--- src/rtl/peripheral_gpio_apb4_pkg.sv ---
// Shared register map and field encodings for the APB4 GPIO block.
package peripheral_gpio_apb4_pkg;

  localparam logic [5:0] REG_MODE        = 6'h00;
  localparam logic [5:0] REG_DIRECTION   = 6'h04;
  localparam logic [5:0] REG_OUTPUT      = 6'h08;
  localparam logic [5:0] REG_INPUT       = 6'h0C;
  localparam logic [5:0] REG_TRIG_TYPE   = 6'h10;
  localparam logic [5:0] REG_TRIG_LVL0   = 6'h14;
  localparam logic [5:0] REG_TRIG_LVL1   = 6'h18;
  localparam logic [5:0] REG_TRIG_STATUS = 6'h1C;
  localparam logic [5:0] REG_IRQ_ENA     = 6'h20;

  localparam logic [5:0] MAX_OFFSET = REG_IRQ_ENA;

  localparam logic MODE_PUSHPULL  = 1'b0;
  localparam logic MODE_OPENDRAIN = 1'b1;
  localparam logic TRIG_LEVEL     = 1'b0;
  localparam logic TRIG_EDGE      = 1'b1;

endpackage

--- src/rtl/peripheral_gpio_apb4_if.sv ---
// APB4 bus bundle between master (BFM / bridge) and the GPIO slave.
interface peripheral_gpio_apb4_if #(
  parameter int PADDR_SIZE = 16,
  parameter int PDATA_SIZE = 32
);
  logic                    PSEL;
  logic                    PENABLE;
  logic [PADDR_SIZE-1:0]   PADDR;
  logic                    PWRITE;
  logic [PDATA_SIZE/8-1:0] PSTRB;
  logic [PDATA_SIZE-1:0]   PWDATA;
  logic [PDATA_SIZE-1:0]   PRDATA;
  logic                    PREADY;
  logic                    PSLVERR;

  modport master (
    output PSEL, PENABLE, PADDR, PWRITE, PSTRB, PWDATA,
    input  PRDATA, PREADY, PSLVERR
  );

  modport slave (
    input  PSEL, PENABLE, PADDR, PWRITE, PSTRB, PWDATA,
    output PRDATA, PREADY, PSLVERR
  );
endinterface

--- src/rtl/peripheral_gpio_synchronizer.sv ---
// Multi-flop synchroniser for asynchronous pad inputs; last stage is the output.
module peripheral_gpio_synchronizer #(
  parameter int DEPTH = 2,
  parameter int WIDTH = 32
) (
  input  logic             clk_i,
  input  logic             rst_ni,
  input  logic [WIDTH-1:0] d_i,
  output logic [WIDTH-1:0] q_o
);
  logic [DEPTH-1:0][WIDTH-1:0] stage_q;

  always_ff @(posedge clk_i or negedge rst_ni) begin
    if (!rst_ni) stage_q <= '0;
    else         stage_q <= {stage_q[DEPTH-2:0], d_i};
  end

  assign q_o = stage_q[DEPTH-1];
endmodule

--- src/rtl/peripheral_gpio_apb4.sv ---
// APB4 GPIO slave: register bank, pad drive, edge/level triggers and one IRQ.
module peripheral_gpio_apb4
  import peripheral_gpio_apb4_pkg::*;
#(
  parameter int PADDR_SIZE   = 16,
  parameter int PDATA_SIZE   = 32,
  parameter int INPUT_STAGES = 2
) (
  input  logic                  PCLK,
  input  logic                  PRESETn,
  peripheral_gpio_apb4_if.slave apb,
  input  logic [PDATA_SIZE-1:0] gpio_i,
  output logic [PDATA_SIZE-1:0] gpio_o,
  output logic [PDATA_SIZE-1:0] gpio_oe,
  output logic                  irq_o
);
  localparam int W  = PDATA_SIZE;
  localparam int NB = PDATA_SIZE / 8;

  logic [5:0]   off;
  logic         access, setup_rd, err, wr;
  logic [W-1:0] bmask, clr, trig_set, in_w;
  logic         unused_addr;

  logic [W-1:0] mode_q, dir_q, out_q, ttype_q, lvl0_q, lvl1_q, stat_q, ena_q, prev_q, rdata_q;
  logic [W-1:0] mode_d, dir_d, out_d, ttype_d, lvl0_d, lvl1_d, stat_d, ena_d, rdata_d;
  logic         irq_q, irq_d;

  function automatic logic [W-1:0] wmerge(logic [W-1:0] old, logic [W-1:0] wd, logic [W-1:0] m);
    return (old & ~m) | (wd & m);
  endfunction

  assign off         = {apb.PADDR[5:2], 2'b00};
  assign unused_addr = ^{apb.PADDR[PADDR_SIZE-1:6], apb.PADDR[1:0]};
  assign access      = apb.PSEL & apb.PENABLE;
  assign setup_rd    = apb.PSEL & ~apb.PENABLE & ~apb.PWRITE;
  assign err         = access & ((off > MAX_OFFSET) | (apb.PWRITE & (off == REG_INPUT)));
  assign wr          = access & apb.PWRITE & ~err;
  assign apb.PSLVERR = err;
  assign apb.PREADY  = 1'b1;
  assign apb.PRDATA  = rdata_q;
  assign irq_o       = irq_q;

  always_comb begin
    bmask = '0;
    for (int k = 0; k < NB; k++) bmask[8*k +: 8] = {8{apb.PSTRB[k]}};
  end

  peripheral_gpio_synchronizer #(.DEPTH(INPUT_STAGES), .WIDTH(W)) u_sync (
    .clk_i (PCLK),
    .rst_ni(PRESETn),
    .d_i   (gpio_i),
    .q_o   (in_w)
  );

  // Per-pin pad drive and trigger selection
  for (genvar i = 0; i < W; i++) begin : g_pin
    assign gpio_o[i]   = (mode_q[i] == MODE_OPENDRAIN) ? 1'b0 : out_q[i];
    assign gpio_oe[i]  = (mode_q[i] == MODE_OPENDRAIN) ? (dir_q[i] & ~out_q[i]) : dir_q[i];
    assign trig_set[i] = (ttype_q[i] == TRIG_EDGE)
                       ? ((lvl1_q[i] & in_w[i] & ~prev_q[i]) | (lvl0_q[i] & ~in_w[i] & prev_q[i]))
                       : ((lvl1_q[i] & in_w[i]) | (lvl0_q[i] & ~in_w[i]));
  end

  always_comb begin
    mode_d  = mode_q;
    dir_d   = dir_q;
    out_d   = out_q;
    ttype_d = ttype_q;
    lvl0_d  = lvl0_q;
    lvl1_d  = lvl1_q;
    ena_d   = ena_q;
    clr     = '0;
    rdata_d = rdata_q;
    if (wr) begin
      case (off)
        REG_MODE:        mode_d  = wmerge(mode_q,  apb.PWDATA, bmask);
        REG_DIRECTION:   dir_d   = wmerge(dir_q,   apb.PWDATA, bmask);
        REG_OUTPUT:      out_d   = wmerge(out_q,   apb.PWDATA, bmask);
        REG_TRIG_TYPE:   ttype_d = wmerge(ttype_q, apb.PWDATA, bmask);
        REG_TRIG_LVL0:   lvl0_d  = wmerge(lvl0_q,  apb.PWDATA, bmask);
        REG_TRIG_LVL1:   lvl1_d  = wmerge(lvl1_q,  apb.PWDATA, bmask);
        REG_TRIG_STATUS: clr     = apb.PWDATA & bmask;
        REG_IRQ_ENA:     ena_d   = wmerge(ena_q,   apb.PWDATA, bmask);
        default: ;
      endcase
    end
    // New trigger hits win over a same-cycle software clear
    stat_d = (stat_q & ~clr) | trig_set;
    irq_d  = |(stat_q & ena_q);
    if (setup_rd) begin
      case (off)
        REG_MODE:        rdata_d = mode_q;
        REG_DIRECTION:   rdata_d = dir_q;
        REG_OUTPUT:      rdata_d = out_q;
        REG_INPUT:       rdata_d = in_w;
        REG_TRIG_TYPE:   rdata_d = ttype_q;
        REG_TRIG_LVL0:   rdata_d = lvl0_q;
        REG_TRIG_LVL1:   rdata_d = lvl1_q;
        REG_TRIG_STATUS: rdata_d = stat_q;
        REG_IRQ_ENA:     rdata_d = ena_q;
        default:         rdata_d = '0;
      endcase
    end
  end

  always_ff @(posedge PCLK or negedge PRESETn) begin
    if (!PRESETn) begin
      mode_q  <= '0;
      dir_q   <= '0;
      out_q   <= '0;
      ttype_q <= '0;
      lvl0_q  <= '0;
      lvl1_q  <= '0;
      stat_q  <= '0;
      ena_q   <= '0;
      prev_q  <= '0;
      rdata_q <= '0;
      irq_q   <= 1'b0;
    end else begin
      mode_q  <= mode_d;
      dir_q   <= dir_d;
      out_q   <= out_d;
      ttype_q <= ttype_d;
      lvl0_q  <= lvl0_d;
      lvl1_q  <= lvl1_d;
      stat_q  <= stat_d;
      ena_q   <= ena_d;
      prev_q  <= in_w;
      rdata_q <= rdata_d;
      irq_q   <= irq_d;
    end
  end
endmodule

--- src/flat_wrapper.sv ---
// flat-port wrapper written by rule: the top's interface ports become plain ports
module peripheral_gpio_apb4_flat import peripheral_gpio_apb4_pkg::*;
#(
  parameter int PADDR_SIZE   = 16,
  parameter int PDATA_SIZE   = 32,
  parameter int INPUT_STAGES = 2
)
  (PCLK, PRESETn, gpio_i, gpio_o, gpio_oe, irq_o, apb_PSEL, apb_PENABLE, apb_PADDR, apb_PWRITE, apb_PSTRB, apb_PWDATA, apb_PRDATA, apb_PREADY, apb_PSLVERR);
  peripheral_gpio_apb4_if #(.PADDR_SIZE(PADDR_SIZE), .PDATA_SIZE(PDATA_SIZE)) apb_i ();
  input  logic PCLK;
  input  logic PRESETn;
  input  logic [PDATA_SIZE-1:0] gpio_i;
  output logic [PDATA_SIZE-1:0] gpio_o;
  output logic [PDATA_SIZE-1:0] gpio_oe;
  output logic irq_o;
  input wire logic [$bits(apb_i.PSEL)-1:0] apb_PSEL;
  input wire logic [$bits(apb_i.PENABLE)-1:0] apb_PENABLE;
  input wire logic [$bits(apb_i.PADDR)-1:0] apb_PADDR;
  input wire logic [$bits(apb_i.PWRITE)-1:0] apb_PWRITE;
  input wire logic [$bits(apb_i.PSTRB)-1:0] apb_PSTRB;
  input wire logic [$bits(apb_i.PWDATA)-1:0] apb_PWDATA;
  output wire logic [$bits(apb_i.PRDATA)-1:0] apb_PRDATA;
  output wire logic [$bits(apb_i.PREADY)-1:0] apb_PREADY;
  output wire logic [$bits(apb_i.PSLVERR)-1:0] apb_PSLVERR;
  assign apb_i.PSEL = apb_PSEL;
  assign apb_i.PENABLE = apb_PENABLE;
  assign apb_i.PADDR = apb_PADDR;
  assign apb_i.PWRITE = apb_PWRITE;
  assign apb_i.PSTRB = apb_PSTRB;
  assign apb_i.PWDATA = apb_PWDATA;
  assign apb_PRDATA = apb_i.PRDATA;
  assign apb_PREADY = apb_i.PREADY;
  assign apb_PSLVERR = apb_i.PSLVERR;
  peripheral_gpio_apb4 #(.PADDR_SIZE(PADDR_SIZE), .PDATA_SIZE(PDATA_SIZE), .INPUT_STAGES(INPUT_STAGES)) u_core (.PCLK(PCLK), .PRESETn(PRESETn), .apb(apb_i), .gpio_i(gpio_i), .gpio_o(gpio_o), .gpio_oe(gpio_oe), .irq_o(irq_o));
endmodule
--- config.mk ---
export PLATFORM = sky130hd
export DESIGN_NAME = peripheral_gpio_apb4_flat
export DESIGN_NICKNAME = d
export VERILOG_FILES = /design/src/rtl/peripheral_gpio_apb4_pkg.sv /design/src/rtl/peripheral_gpio_apb4_if.sv /design/src/rtl/peripheral_gpio_synchronizer.sv /design/src/rtl/peripheral_gpio_apb4.sv /design/src/flat_wrapper.sv
export SDC_FILE = /design/constraint.sdc
export NUM_CORES = 1
export LEC_CHECK = 0
export ABC_AREA = 1
export CAP_MARGIN = 15
export CORE_ASPECT_RATIO = 0.5
export CORE_UTILIZATION = 57
export CTS_CLUSTER_SIZE = 28
export DETAILED_ROUTE_END_ITERATION = 8
export GPL_TIMING_DRIVEN = 0
export PLACE_DENSITY = 0.8
export SLEW_MARGIN = 25
export SYNTH_ARGS = -nofsm -noshare
export SYNTH_HDL_FRONTEND = slang
export SYNTH_HIERARCHICAL = 1
export SYNTH_SLANG_ARGS = --single-unit
--- constraint.sdc ---
create_clock -name PCLK -period 1.3 [get_ports PCLK]
set_input_delay 0.195 -clock PCLK [delete_from_list [all_inputs] [get_ports PCLK]]
set_output_delay 0.195 -clock PCLK [all_outputs]
set_load 0.05 [all_outputs]
## Yosys cells after proc, flatten, opt, wreduce, memory -nomap -nowiden

Index checks and enable logic that the tools add are counted.

| storage, ports and cells | value |
|---|---|
| register bits | 385 |
| bits in latches | 0 |
| memory bits (writable) | 0 |
| bits in read-only memories | 0 |
| output and inout port bits | 99 |
| memories kept | 0 |

| cells by class | value |
|---|---|
| add/sub/neg operators | 0 |
| $mul | 0 |
| divide/modulo/power cells | 0 |
| $lt $le $gt $ge | 1 |
| equal/unequal tests | 8 |
| shift operators | 0 |
| mux-type cells | 99 |
| bitwise operators | 351 |
| reductions and logical operators | 9 |

Operator list:

| cell | count |
|---|---|
| 32-bit AND | 10 |
| 32-bit one-hot mux with 9 select lines | 1 |
| 32-bit OR | 8 |
| 1-bit AND | 167 |
| 1-bit inverter | 99 |
| 1-bit two-way mux | 96 |
| 1-bit OR | 65 |
| 32-bit two-way mux | 2 |
| 32-bit inverter | 2 |
| 32-bit OR reduction | 1 |
| 4-bit by 3-bit == test with 1-bit output (second input constant) | 4 |
| 2-bit AND reduction | 7 |
| 4-bit by 2-bit == test with 1-bit output (second input constant) | 2 |
| 6-bit > comparator (second input constant) | 1 |
| 6-bit zero test | 1 |
| 4-bit by 1-bit == test with 1-bit output (second input constant) | 1 |
| 4-bit == test (second input constant) | 1 |

## Logic depth before layout (Yosys ltp)

Gate-level depths: netlist of the first run.

| logic depth | value |
|---|---|
| depth in word-level cells | 10 |
| depth in mapped cells | 11 |

## Hierarchy

The synthesis of the first run kept the hierarchy.

Modules (own cells, without submodules):

| module | times used | cells each | area an instance (um2) | sequential area each (um2) |
|---|---|---|---|---|
| peripheral_gpio_apb4 | 1 | 2276 | 16094.2 | 8032.7 |
| peripheral_gpio_synchronizer | 1 | 96 | 1841.8 | 1601.5 |

## Worst setup path before layout of the first run

Ideal clock, no wire load.

| timing path | value |
|---|---|
| path kind | input-to-output |
| from | input port apb_PADDR[5] |
| to | output port apb_PSLVERR |
| arrival | 1.555 ns |
| data required time | 1.105 ns |
| setup slack | -0.450 ns |
| stages | 4 |
| path through | buf_4 > nor2_4 > nand3_2 > a21oi_1 |

| between the ends | value |
|---|---|
| word-level cells in the longest chain between the ends | 4 |
| elaborated cells on any way between the ends | 5 |
| classes of those cells | order compare: 1; eq/ne: 1; bitwise: 3 |

Ends and longest elaborated chain:

| what | RTL line | RTL |
|---|---|---|
| from (decl) | flat_wrapper.sv:18 | `input wire logic [$bits(apb_i.PADDR)-1:0] apb_PADDR;` |
| parallel branches: the longest is 2 deep, another holds 6-bit > comparator | -- |  |
| 1-bit OR (*) | peripheral_gpio_apb4.sv:37 | `assign err = access & ((off > MAX_OFFSET) \| (apb.PWRITE & (off == REG_INPUT)));` |
| 1-bit AND (*) | peripheral_gpio_apb4.sv:37 |  |
| to (decl) | flat_wrapper.sv:24 | `output wire logic [$bits(apb_i.PSLVERR)-1:0] apb_PSLVERR;` |

Mark *: on every way between the ends.

==> key figures, run 1 <==
Status
  • Status: complete, but fails checks
  • Failing checks: DRC, hold timing, setup timing

Timing
  • Crit share post-route: 122%
  • Final worst slack: -0.285 ns
  • RSZ-0062 raised after global routing: yes
  • Worst Max-Slew Pin Slew: 0.667 ns
  • Count of final hold-check violations: 62
  • Clock period minus final worst setup slack: 1.58 ns
  • # setup viols final: 88
  • Fmax: 631 MHz
  • Final setup skew: 0.0186 ns
  • Slew headroom: 55.5%
  • Hold_ws: -0.412 ns
  • Sum Neg Setup Slack: -12.11 ns
  • Max-slew violation count: 0

Logic synthesis
  • Largest family of logic cells by synthesized area: simple AND/OR/NAND/NOR gates
  • Synth top area share: 53.7%
  • Synthesized cell area: 0.0179 sq mm
  • Dominant synthesized flop cell: dfrtp_1
  • Share of synthesized area spent on multiplexers: 0%
  • Simple-Gate Fraction of Synth Area: 35.5%
  • Synth Area in XOR/XNOR: 0%
  • Synth Warn #: 6
  • Syn_nets: 2461
  • Avg Cell Area, Syn: 7.56 sq um
  • Synthesized flop and latch total: 385
  • Post-synth EDFFs: 0
  • Synth Area in Adders: 0%
  • Compound-Gate Fraction of Synth Area: 4.39%
  • Post-synth ARST share: 100%
  • Netlist cell types: 29
  • Yosys top cell by area: dfrtp_1
  • Gate count after technology mapping: 2372
  • Register area share after synthesis: 53.7%
  • Largest cells by area after synthesis: dfrtp_1, nand2_1, nand3_1, nor2_1, inv_1

Hold path
  • Worst hold path type: in2async

GRT
  • Largest net degree at the start of global routing: 93
  • Global-route usage over all layers: 38.5%
  • GRT Residual Overflow: 0
  • Number of global-route vias before repair: 16.7k
  • First-pass GRT wire length: 93.6 mm
  • Antenna violations before repair: 5

Route
  • Via count normalized by instance count: 5.87
  • WL/cell: 20.2 um
  • DRC: 2
  • Initial DRC Count: 3031
  • DR vias: 18.4k
  • Final wirelength: 63.4 mm
  • First drt pass iteration count: 9
  • Detail Route Antenna Nets: 0

Layout
  • Fin nets: 2782
  • Layout Area Growth over Synthesis: 31.0%
  • Core Util, Final: 76.7%
  • Fill count: 2142
  • Highest-count cells in the layout ignoring fill and taps: nand2_1, dfrtp_1, nand3_1
  • Reg area: 0.00964 sq mm
  • Area of the multi-input gates: 0.00792 sq mm
  • Most common cell after layout, fill and taps aside: nand2_1
  • Layout cells sized above 1: 21.8%

Clock network
  • Longest Clk Path Bufs: 3
  • Clk Tree Root Cell: clkbuf_16
  • CTS clk-pin slew, worst paths: 0.07 ns
  • H-tree depth: 2
  • CTS buffer count: 35
  • Clk sink count: 385
  • Worst-Skew Late Latency: 0.54 ns
  • CTS tree: built
  • Hold_buf cts: 12

Placed design
  • IO buf count: 141
  • Dpl hpwl: 40.1 mm
  • GP Congestion: 0.972

Pwr
  • Power Internal: 20.1 mW
  • Sw Share: 27.9%
  • Seq pwr share: 47.0%
  • Power density cells: 1180 mW/mm^2
  • Static leakage: 12.0 nW
  • Clock power share: 38.6%
  • Maximum vdd drop: 0.927 mV
  • Gate power share: 14.4%
  • Sw Pwr: 7.76 mW

Setup path
  • Worst reg-to-reg path cell count: 4
  • CP max stage cell: dfrtp_1
  • CP Capture Type: primary output
  • Type of origin of the critical path: flop
  • Cells along the critical path: a21oi_2, buf_6
  • Crit Path Class: reg2out
  • CP required: 1.11 ns
  • Max FO, Critical Path: 3
  • CP arrival: 1.39 ns
  • CP peak stage delay: 0.43 ns

Floorplan
  • # IOs: 188
  • DIE HEIGHT: 127 um
  • Initial Util: 58.6%
  • Floorplan row count: 45
  • Core Area: 0.0306 sq mm
  • Die area: 0.0322 sq mm
  • Die Width: 253 um

Flow run
  • Max cap viols: 0
critical path, delay by kind of cell, from the launching register on:
family | cells | cell delay, ns
AO/OA/AOI/OAI | 1 | 0.24
buffers and inverters | 1 | 0.19
flip-flops | 1 | 0.43
final cells by class:
| type | instances | area share, % |
|---|---|---|
| diodes | 4 | 0.0426 |
| multi-input cells | 1726 | 33.7 |
| well taps | 423 | 2.25 |
| inverters | 125 | 2.08 |
| repair buffers | 285 | 12.1 |
| clock inverters | 7 | 0.362 |
| clock buffers | 54 | 4.60 |
| plain buffers | 135 | 3.75 |
| flip-flops and latches | 385 | 41.0 |
what timing repair did:
action | in CTS | in global routing
setup endpoints to repair | 386 | 363
hold endpoints to repair | 126 | 62
resized for setup | 960 | 69
pin swaps | 52 | 40
buffers inserted | 87 | 43
through the flow:
step / power (mW) / instances / cell area [sq um] / setup WS (ns) / hold WS [ns]
after floorplan: 15.1 / 2372 / 18100 / -0.113 / -0.101
after global placement: 16.5 / 2936 / 20100 / -16.80 / 0.332
after detailed placement: 16.6 / 2940 / 20200 / -1.56 / 0.176
after CTS: 27.5 / 3100 / 23000 / -0.285 / -0.380
after global routing: 28.6 / 3144 / 23500 / -0.296 / -0.365
final: 27.8 / 3144 / 23500 / -0.285 / -0.412
synthesized netlist by cell type (4+ instances only):
master    count
buf_1        33
a21oi_1      32
clkbuf_1     37
nand2_1    1003
nand3_1     242
inv_1       123
nor2_1      302
buf_2        16
clkbuf_2     14
o21ai_1      20
buf_4        36
dfrtp_1     385
a31oi_1      32
o21ai_0      62
nand4_1      14
nand2_2       4
final timing paths:
check / from / end / slack, ns
max in group asynchronous: PRESETn / asynchronous set/reset pin / 0.50
min in group PCLK: apb_PWDATA[27] / flop / 0.02
worst max-delay path: flop / gpio_oe[2] / -0.28
worst min-delay path: PRESETn / u_core/u_sync/stage_q[28] / -0.41
worst min register to register: u_core/u_sync/stage_q[12] / u_core/u_sync/q_o[12] / 0.35
worst max register to register: flop / u_core/irq_o / -0.03
logic make-up (layout without fill, tap and decap cells):
family	after synthesis	in the layout
AND/OR/NAND/NOR	1577	1577
flip-flops	385	385
buffers and inverters	261	606
AO/OA/AOI/OAI	148	148
other	1	5
power by group through the flow:
| stage | clock network (mW) | registers [mW] | logic [mW] |
|---|---|---|---|
| after floorplan | 0 | 13.5 | 1.65 |
| after global placement | 0 | 13.3 | 3.21 |
| after detailed placement | 0 | 13.3 | 3.34 |
| after CTS | 10.7 | 13.1 | 3.74 |
| after global routing | 11.3 | 13.1 | 4.22 |
| final | 10.7 | 13.1 | 4.00 |
per-layer routing:
layer  track usage [%]  up-vias  part of all wire, %
met4              19.3        0                  5.1
li1                  -     8056                    -
met3              8.66      286                   14
met1              55.2     8706                   38
met2              55.4     1400                   43
met5                 0        -                    0
Power figures use the tool's default switching activity.
==> inputs of run 2 (changes only) <==
CORE_UTILIZATION = 62   (was 57)
PLACE_DENSITY = 0.86   (was 0.8)
clock period = 1.9 ns   (was 1.3 ns; I/O delays follow)
==> key figures, run 2 (same netlist as run 1, synthesis figures left out) <==
GRT
  • First-pass GRT wire length: 90.4 mm
  • Antenna violations before repair: 2
  • Global-route usage over all layers: 40.6%
  • GRT Residual Overflow: 0
  • Largest net degree at the start of global routing: 95
  • Number of global-route vias before repair: 16.6k

Placed design
  • Placed Area: 0.0199 sq mm
  • IO buf count: 141
  • GP Congestion: 1.07
  • Dpl hpwl: 39.9 mm

Timing
  • Slew headroom: 38.5%
  • Hold_ws: 0.0634 ns
  • # setup viols final: 11
  • RSZ-0062 raised after global routing: yes
  • Worst Max-Slew Pin Slew: 0.922 ns
  • Count of final hold-check violations: 0
  • Max-slew violation count: 0
  • Sum Neg Setup Slack: -0.181 ns
  • Crit share post-route: 102%
  • Fmax: 517 MHz
  • Clock period minus final worst setup slack: 1.93 ns
  • Final setup skew: 0.0126 ns
  • Final worst slack: -0.0345 ns

Floorplan
  • Die Width: 243 um
  • Core Area: 0.0281 sq mm
  • Initial Util: 63.9%
  • Floorplan row count: 43
  • DIE HEIGHT: 122 um
  • # IOs: 188
  • Die area: 0.0297 sq mm

Setup path
  • Setup crit start: apb_PENABLE
  • Type of origin of the critical path: input port
  • Max FO, Critical Path: 8
  • CP Capture Type: flop
  • Crit Path Class: in2reg
  • CP arrival: 2.35 ns
  • CP required: 2.31 ns

Hold path
  • Worst hold path type: in2reg
  • Hold Crit Start: apb_PWDATA[31]

Pwr
  • Power density cells: 861 mW/mm^2
  • Static leakage: 11.1 nW
  • Maximum vdd drop: 0.621 mV
  • Pwr Total: 18.5 mW

Route
  • Detail Route Antenna Nets: 0
  • Via count normalized by instance count: 5.91
  • WL/cell: 19.9 um
  • DRC: 0
  • Initial DRC Count: 2750
  • First drt pass iteration count: 6
  • DR vias: 17.6k
  • Final wirelength: 59.3 mm

Layout
  • Layout cells sized above 1: 11.6%
  • Core Util, Final: 76.7%
  • Layout Area Growth over Synthesis: 20.1%
  • Highest-count cells in the layout ignoring fill and taps: nand2_1, dfrtp_1, nor2_1
  • Fin nets: 2661
  • Most common cell after layout, fill and taps aside: nand2_1
  • Post-Layout Inst Area: 0.0215 sq mm

Flow run
  • Max cap viols: 0

Status
  • Status: complete, but fails checks
  • Failing checks: setup timing

Clock network
  • Longest Clk Path Bufs: 3
  • H-tree depth: 2
  • CTS buffer count: 35
  • CTS clk-pin slew, worst paths: 0.07 ns
  • Worst-Skew Late Latency: 0.53 ns
  • CTS tree: built
  • Clk sink count: 385
  • Clk Tree Root Cell: clkbuf_16
[run 2: area by class of cell]
type,instances,area [sq um]
Inverter,125,470
Fill cell,2054,6550
Tap cell,382,478
Antenna cell,3,7.51
Timing Repair Buffer,163,1580
Buffer,136,752
Multi-Input combinational cell,1726,7450
Sequential cell,385,9630
Clock buffer,50,1030
Clock inverter,8,126
[run 2: worst paths after layout]
check                                             endpoint  slack [ns]  depth (start not counted)
worst max-delay path                                  flop       -0.03                          9
worst min-delay path                                  flop        0.06                          3
worst max register to register                u_core/irq_o        0.55                          4
worst min register to register       u_core/u_sync/q_o[28]        0.34                          0
max in group asynchronous       asynchronous set/reset pin        0.24                          5
min in group asynchronous            u_core/u_sync/q_o[26]        0.33                          3
[run 2: power by group]
group	switching [mW]	internal, mW
registers	0.291	8.63
logic	1.67	0.625
clock network	3.13	4.20
total	5.09	13.5
[run 2: per-stage QoR]
step / worst slack [ns] / std cells
after floorplan: 0.0874 / 2372
after global placement: -15.96 / 2895
after detailed placement: -1.14 / 2899
after CTS: -0.152 / 2968
after global routing: -0.0492 / 2977
final: -0.0345 / 2978
[run 2: metal layers]
layer	global-route usage (%)	part of all wire, %	vias to the layer above
li1	-	-	7800
met1	54.7	38	8264
met2	59.1	43	1299
met3	13.9	15	225
met4	20.3	4.8	0
met5	0	0	-
[run 2: critical path, stage by stage]
cell	delay, ns
clkdlybuf4s50_1	0.55
nand2_1	0.16
nor2_4	0.29
nand3_4	0.22
buf_4	0.20
nor2_4	0.20
nand2_2	0.25
nand2_1	0.13
nand2_1	0.06
[run 2: timing repair]
action / CTS / global route
endpoints found under the hold margin: 47 / 0
hold buffers: 2 / 0
endpoints found under the setup margin: 339 / 303
pin swaps: 4 / 3
resized for setup: 301 / 86
setup buffers: 9 / 7
